===== config.mk =====
export PLATFORM = sky130hd
export DESIGN_NAME = fetch_unit
export DESIGN_NICKNAME = d
export VERILOG_FILES = /design/src/rtl/fetch_unit.sv
export SDC_FILE = /design/constraint.sdc
export NUM_CORES = 1
export LEC_CHECK = 0
export CAP_MARGIN = 10
export CORE_MARGIN = 5
export CORE_UTILIZATION = 45
export CTS_CLUSTER_SIZE = 8
export DETAILED_ROUTE_END_ITERATION = 6
export PLACE_DENSITY = 0.73
export SLEW_MARGIN = 10
export SYNTH_ARGS = -nofsm -noshare
export SYNTH_HDL_FRONTEND = slang
export SYNTH_SLANG_ARGS = --single-unit

===== constraint.sdc =====
create_clock -name clk -period 1.6 [get_ports clk]
set_input_delay 0.32 -clock clk [delete_from_list [all_inputs] [get_ports clk]]
set_output_delay 0.32 -clock clk [all_outputs]
set_load 0.01 [all_outputs]

===== src/rtl/fetch_unit.sv =====
// rtl/fetch_unit.sv - instruction fetch stage assembling 16/32-bit instructions; HLT stop when FETCH_HALT_EN is defined
module fetch_unit #(
  parameter int                       WORD_LENGTH   = 16,
  parameter int                       ADDRESS_SPACE = 21,
  parameter logic [ADDRESS_SPACE-1:0] RESET_PC      = '0,
  parameter logic [4:0]               HALT_OPCODE   = 5'b11111
) (
  input  logic                     clk,
  input  logic                     reset,
  output logic [ADDRESS_SPACE-1:0] mem_addr,
  input  logic [WORD_LENGTH-1:0]   mem_data,
  input  logic                     stall,
  input  logic                     redirect_valid,
  input  logic [ADDRESS_SPACE-1:0] redirect_pc,
  output logic                     instr_valid,
  output logic [WORD_LENGTH-1:0]   instr_hi,
  output logic [WORD_LENGTH-1:0]   instr_lo,
  output logic                     instr_is_long,
  output logic [ADDRESS_SPACE-1:0] instr_pc,
  output logic                     halted
);

  typedef enum logic {
    ST_HI,
    ST_LO
  } state_t;

  state_t                   state, state_n;
  logic [ADDRESS_SPACE-1:0] pc, pc_n;
  logic                     resp_valid, resp_valid_n;
  logic [ADDRESS_SPACE-1:0] resp_pc, resp_pc_n;
  logic [WORD_LENGTH-1:0]   hi_buf, hi_buf_n;
  logic [ADDRESS_SPACE-1:0] hold_pc, hold_pc_n;

  logic                     instr_valid_n;
  logic [WORD_LENGTH-1:0]   instr_hi_n;
  logic [WORD_LENGTH-1:0]   instr_lo_n;
  logic                     instr_is_long_n;
  logic [ADDRESS_SPACE-1:0] instr_pc_n;
  logic                     halted_n;

  assign mem_addr = pc;

  always_ff @(posedge clk or negedge reset) begin
    if (!reset) begin
      state         <= ST_HI;
      pc            <= RESET_PC;
      resp_valid    <= 1'b0;
      resp_pc       <= '0;
      hi_buf        <= '0;
      hold_pc       <= '0;
      instr_valid   <= 1'b0;
      instr_hi      <= '0;
      instr_lo      <= '0;
      instr_is_long <= 1'b0;
      instr_pc      <= '0;
    end else begin
      state         <= state_n;
      pc            <= pc_n;
      resp_valid    <= resp_valid_n;
      resp_pc       <= resp_pc_n;
      hi_buf        <= hi_buf_n;
      hold_pc       <= hold_pc_n;
      instr_valid   <= instr_valid_n;
      instr_hi      <= instr_hi_n;
      instr_lo      <= instr_lo_n;
      instr_is_long <= instr_is_long_n;
      instr_pc      <= instr_pc_n;
    end
  end

`ifdef FETCH_HALT_EN
  always_ff @(posedge clk or negedge reset) begin
    if (!reset) begin
      halted <= 1'b0;
    end else begin
      halted <= halted_n;
    end
  end
`else
  assign halted = 1'b0;
`endif

  always_comb begin
    state_n         = state;
    pc_n            = pc;
    resp_valid_n    = resp_valid;
    resp_pc_n       = resp_pc;
    hi_buf_n        = hi_buf;
    hold_pc_n       = hold_pc;
    instr_valid_n   = instr_valid;
    instr_hi_n      = instr_hi;
    instr_lo_n      = instr_lo;
    instr_is_long_n = instr_is_long;
    instr_pc_n      = instr_pc;
    halted_n        = halted;

    if (redirect_valid) begin
      pc_n          = redirect_pc;
      resp_valid_n  = 1'b0;
      state_n       = ST_HI;
      hi_buf_n      = '0;
      instr_valid_n = 1'b0;
      halted_n      = 1'b0;
    end else if (stall) begin
      // The response arriving this cycle cannot be consumed, so refetch its address.
      pc_n         = resp_valid ? resp_pc : pc;
      resp_valid_n = 1'b0;
`ifdef FETCH_HALT_EN
    end else if (halted) begin
      resp_valid_n  = 1'b0;
      instr_valid_n = 1'b0;
`endif
    end else begin
      pc_n          = pc + 1'b1;
      resp_valid_n  = 1'b1;
      resp_pc_n     = pc;
      instr_valid_n = 1'b0;
      if (resp_valid) begin
        case (state)
          ST_HI: begin
            if (!mem_data[0]) begin
              instr_valid_n   = 1'b1;
              instr_hi_n      = mem_data;
              instr_lo_n      = '0;
              instr_is_long_n = 1'b0;
              instr_pc_n      = resp_pc;
`ifdef FETCH_HALT_EN
              if (mem_data[WORD_LENGTH-1 -: 5] == HALT_OPCODE) begin
                halted_n     = 1'b1;
                pc_n         = pc;
                resp_valid_n = 1'b0;
              end
`endif
            end else begin
              hi_buf_n  = mem_data;
              hold_pc_n = resp_pc;
              state_n   = ST_LO;
            end
          end
          ST_LO: begin
            instr_valid_n   = 1'b1;
            instr_hi_n      = hi_buf;
            instr_lo_n      = mem_data;
            instr_is_long_n = 1'b1;
            instr_pc_n      = hold_pc;
            state_n         = ST_HI;
          end
          default: state_n = ST_HI;
        endcase
      end
    end
  end

endmodule

Word level (Yosys, flattened, before mapping)
Index checks and enable logic that the tools add are counted.
{ "op_classes": {"n_addsub": 1, "n_mul": 0, "n_div": 0, "magnitude_cmp": 0, "n_eq_ne": 4, "shift": 0, "mux": 28, "bitwise": 3, "reduce_logical": 7} }
{ "ops": {"columns": ["cell", "n"], "rows": [
  ["$mux W16", 7],
  ["$mux W21", 4],
  ["$pmux W16 S2", 2],
  ["$pmux W21 S2", 1],
  ["$add A21 B1 Y21 const B", 1],
  ["$mux W1", 11],
  ["$reduce_and A4 Y1", 2],
  ["$pmux W1 S2", 3],
  ["$reduce_and A5 Y1", 1],
  ["$ne A2 B2 Y1 const B", 2],
  ["$reduce_and A2 Y1", 2],
  ["$reduce_bool A2 Y1", 2],
  ["$ne A3 B1 Y1 const B", 1],
  ["$not A1 Y1", 3],
  ["$ne A2 B1 Y1 const B", 1]
]} }
{ "word_totals": {"regBits": 136, "latchBits": 0, "ramBits": 0, "romBits": 0, "memories": 0} }

Longest topological paths before layout
Gate-level depths: netlist of the first run.
{ "logic_depth": {"word_depth": 5, "depth_mapped": 9, "ltp_nobuf": 5} }

Worst setup path before layout of the first run
OpenSTA, ideal clock, no wires.
{ "synth_timing": {"path_kind": "reg2reg", "startpoint": "reg state", "endpoint": "reg hold_pc[0]", "arrival_time_ns": 1.585, "required_time_ns": 1.475, "slack_ns": -0.110, "stages_incl_launch_ff": 7, "n_path_buf": 2, "synth_period_minus_slack_ns": 1.710, "path_cell_list": "dfrtp_1 nand2b_2 or3_1 buf_6 nor2_8 buf_12 mux2_4"} }
{ "synth_via": {"elab_chain_cells": 2} }
{ "synth_rtl": {"columns": ["element", "line_no", "source"], "rows": [
  ["start, declared", "28", "state_t state, state_n;"],
  ["start signal, assigned", "58", "state <= state_n;"],
  ["$not A1 Y1 (no source line)", null, null],
  ["$reduce_and A5 Y1 (no source line)", null, null],
  ["end signal, assigned", "63", "hold_pc <= hold_pc_n;"],
  ["end, declared", "33", "logic [ADDRESS_SPACE-1:0] hold_pc, hold_pc_n;"]
]} }
Every way passes these cells.
A chain may end at the register's enable or synchronous reset.

Worst setup path after layout of the first run
{ "layout_timing": {"startpoint": "reg state", "endpoint": "reg hold_pc[9]"} }
The elaborated chain is that of the path after synthesis.

==> metrics.md, run 1 <==
| Metric | Value |
|---|---|
| Status | `finished with violations` |
| Failing checks | `negative setup slack` |
| R2R cell count | `5` |
| HP Class | `input port to async pin` |
| Initial antenna violation count | `0` |
| Total gr overflow | `0` |
| Detailed Routing Iterations Pass 1 | `5` |
| Async set-reset flop share out of synthesis | `between 90% and 100%` |
| Dominant synthesized flop cell | `dfrtp_1` |
| Share of layout cells above drive strength 1 | `20.99%` |
| Critical Path RT | `1.91 ns` |
| Hold violation count in the final report | `0` |
| WL per Instance | `~17 microns` |
| RSZ-0062 raised after global routing | `true` |
| CTS root buffer | `clkbuf_16` |
| Worst-path clk slew | `0.06 ns` |
| EDFF count, synth | `0` |
| CP Class | `register to register` |
| Largest net degree at the start of global routing | `46` |
| Clk sink count | `136` |
| Final min period | `1.639 ns` |
| Mean Syn Cell Area | `10.42 sq um` |
| Row count | `43` |
| Max-cap viol count | `0` |
| Lkg Pwr | `between 4 and 5 nW` |
| Pre-CTS setup slack | `-0.5362 ns` |
| Routed wire length | `16.90 mm` |
| Leading cell types in the layout, fill and taps excluded | `nand2_1, dfrtp_1, dlygate4sd2_1` |
| VDD IR-drop max | `777.8 uV` |
| Syn nets | `approximately 650` |
| Vias in the first global route | `around 5500` |
| Post-Synth Simple-Gate Area | `15.36%` |
| Clock insertion delay at the later pin of the skew report | `0.43 ns` |
| Flop-to-flop setup slack | `-0.04 ns` |
| Cells after synthesis | `611` |
| # setup viols final | `18` |
| I/O Pins | `118` |
| Post-Syn Area | `0.006364 sq mm` |
| Setup ws final | `-0.03876 ns` |
| Dpl cell area | `0.008119 sq mm` |
| Rel. slew slack | `between 50% and 60%` |
| CTS Buf Count | `17` |
| Die width | `128.9 microns` |
| Final ANT Viol Nets | `0` |
| Post-synthesis compound-gate area fraction | `14.84%` |
| Post-synthesis adder-cell area fraction | `0.1966%` |
| DP HPWL | `roughly 12 mm` |
| Final Cycle Share | `102.4%` |
| Ys Warns | `0` |
| CP Capture Type | `register` |
| Reg-to-reg critical path startpoint | `state` |
| Crit Path Max Fanout | `10` |
| First-pass GRT wire length | `roughly 28 mm` |
| PwrDens | `1160 mW/mm^2` |
| CTS tree | `done` |
| Max Fclk | `610.2 MHz` |
| Area Overhead vs Synth | `37.55%` |
| Vias per inst | `5.473` |
| Final slew viol count | `0` |
| Iter 0 DRT Violations | `404` |
| Initial Utilization | `45.84%` |
| Post-route cell area | `0.008753 sq mm` |
| Fin Clk Skew | `0.01174 ns` |
| Die ar. | `0.01662 sq mm` |
| WP data arrival | `1.95 ns` |
| Final nets | `820` |
| Port Buffers | `116` |
| Final RePlAce weighted congestion | `0.8829` |
| Global Route Usage Sum | `21.35%` |
| Largest family of logic cells by synthesized area | `simple AND/OR/NAND/NOR gates` |
| Max H-tree Level | `4` |
| Die Y-Extent | `128.9 microns` |
| DRC | `0` |
| RR Endpoint | `hold_pc[9]` |
| Leading cell type in the layout, fill and taps excluded | `nand2_1` |
| Bufs on Longest Clock Path | `2` |
| Sequential element share of the synthesized area | `53.48%` |
| Core area | `0.01388 sq mm` |
| Worst slew pin tran | `approximately 0.63 ns` |
| Yosys reg bits | `136` |
| Worst Setup SP | `state` |
| N_diodes | `0` |
| Yosys cell types | `60` |
| CP startpoint kind | `register` |
| Mux share of post-synthesis cell area | `11.05%` |
| Vias | `5314` |
| Synth Area in XOR/XNOR | `0.1376%` |
sequential cells by signal, indices dropped and copies added (netlist names):
signal and count:
instr_valid 1, mem_addr 21, state 1, instr_hi 16
hold_pc 21, hi_buf 16, resp_valid 1, instr_lo 16
resp_pc 21, instr_is_long 1, instr_pc 21
critical path: stages, from the launching register on:
cell	delay, ns
dfrtp_2	0.40
nand2b_4	0.14
or3_4	0.36
nor2_8	0.16
buf_12	0.16
mux2_4	0.30
power by group:
part	total, mW	internal, mW	leakage (nW)	switching (mW)
logic	2.00	1.04	2.09	0.958
clock network	3.77	2.23	0.276	1.54
registers	4.39	3.98	1.78	0.415
cell usage after synthesis (2+ instances only):
master     number  area (sq um)
a21oi_1        23         115.1
a221oi_1        3         26.28
a222oi_1        4         40.04
a22o_1         18         157.7
a311o_1         2         20.02
a311oi_1        2         17.52
a31oi_1         5         31.28
and3_1         10         62.56
and4_1          2         17.52
buf_1           3         11.26
buf_12          2         40.04
buf_2          14         70.07
buf_4           4         30.03
buf_6           5         56.30
clkbuf_1       18         67.56
dfrtp_1       136          3403
inv_1           6         22.52
mux2_2          2         22.52
mux2_4         20         300.3
mux2i_1        38         380.4
nand2_1       142         533.0
nand2b_1        3         18.77
nand3_1         5         25.02
nand4_1         6         37.54
nor2_1         12         45.04
nor2b_1         9         56.30
nor3_1          5         25.02
nor3_2          2         20.02
nor4_1          5         31.28
o21ai_0        50         250.2
o21ai_1         9         45.04
o22ai_1         6         37.54
o2bb2ai_1       4         35.03
o311ai_0        2         17.52
o31ai_1         8         60.06
or3_1           2         12.51
cell type report:
class                      instances  area [sq um]
fill                            1131          5127
sequential                       136          3411
multi-input combinational        421          2735
timing repair buffer             194          1767
clock buffer                      19         452.9
tap                              180         225.2
clock inverter                    13         123.9
inverter                           8         38.79
kinds of logic (layout without fill, tap and decap cells):
| group | after synthesis | in the layout |
|---|---|---|
| buffers and inverters | 54 | 234 |
| AOI/OAI and AO/OA | 146 | 146 |
| DFF | 136 | 136 |
| xor gates and xnor gates | 1 | 1 |
| muxes | 60 | 60 |
| and+or+nand+nor | 212 | 212 |
| other | 1 | 1 |
| adders and majority gates | 1 | 1 |
worst max path at each step:
stage	depth (start not counted)	to	slack [ns]
finish	5	hold_pc[9]	-0.04
CTS	5	hold_pc[6]	-0.05
global route	5	hold_pc[5]	-0.09
detailed placement	6	hold_pc[5]	-0.54
global placement	6	hold_pc[5]	-0.53
floorplan	6	hold_pc[0]	-0.05
per-stage QoR:
stage	util (%)	std cells	hold WS, ns	total power [mW]	TNS [ns]
global placement	58.49	932	0.2464	6.523	-38.91
detailed placement	58.49	932	0.2579	6.597	-41.57
floorplan	-	611	0.02441	5.327	-1.087
CTS	62.66	970	0.3513	10.23	-0.7272
finish	63.06	971	0.3571	10.16	-0.5356
global route	63.06	971	0.3764	10.64	-2.313
metal layers:
metal | up-vias | routed length (microns) | share of wire (%) | GRT usage [%]
met5 | - | 0 | 0 | 0
met2 | 193 | 7955 | 47 | 33.45
met4 | 0 | 315 | 1.9 | 8.215
met3 | 34 | 1166 | 6.9 | 5.064
li1 | 2499 | - | - | -
met1 | 2588 | 7457 | 44 | 28.90
repair_timing:
action | CTS | global route
setup endpoints to repair | 104 | 54
endpoints found under the hold margin | 21 | 0
hold buffers | 1 | 0
pin swaps | 2 | 3
gates resized for setup | 96 | 20
setup buffers | 5 | 1
No activity file was read; power rests on OpenSTA's default activity.
==> inputs of run 2 (changes only) <==
- ABC_CLOCK_PERIOD_IN_PS: unset -> 1600
==> results of run 2 <==
No change in the layout: final DEF, timing and power equal those of run 1.
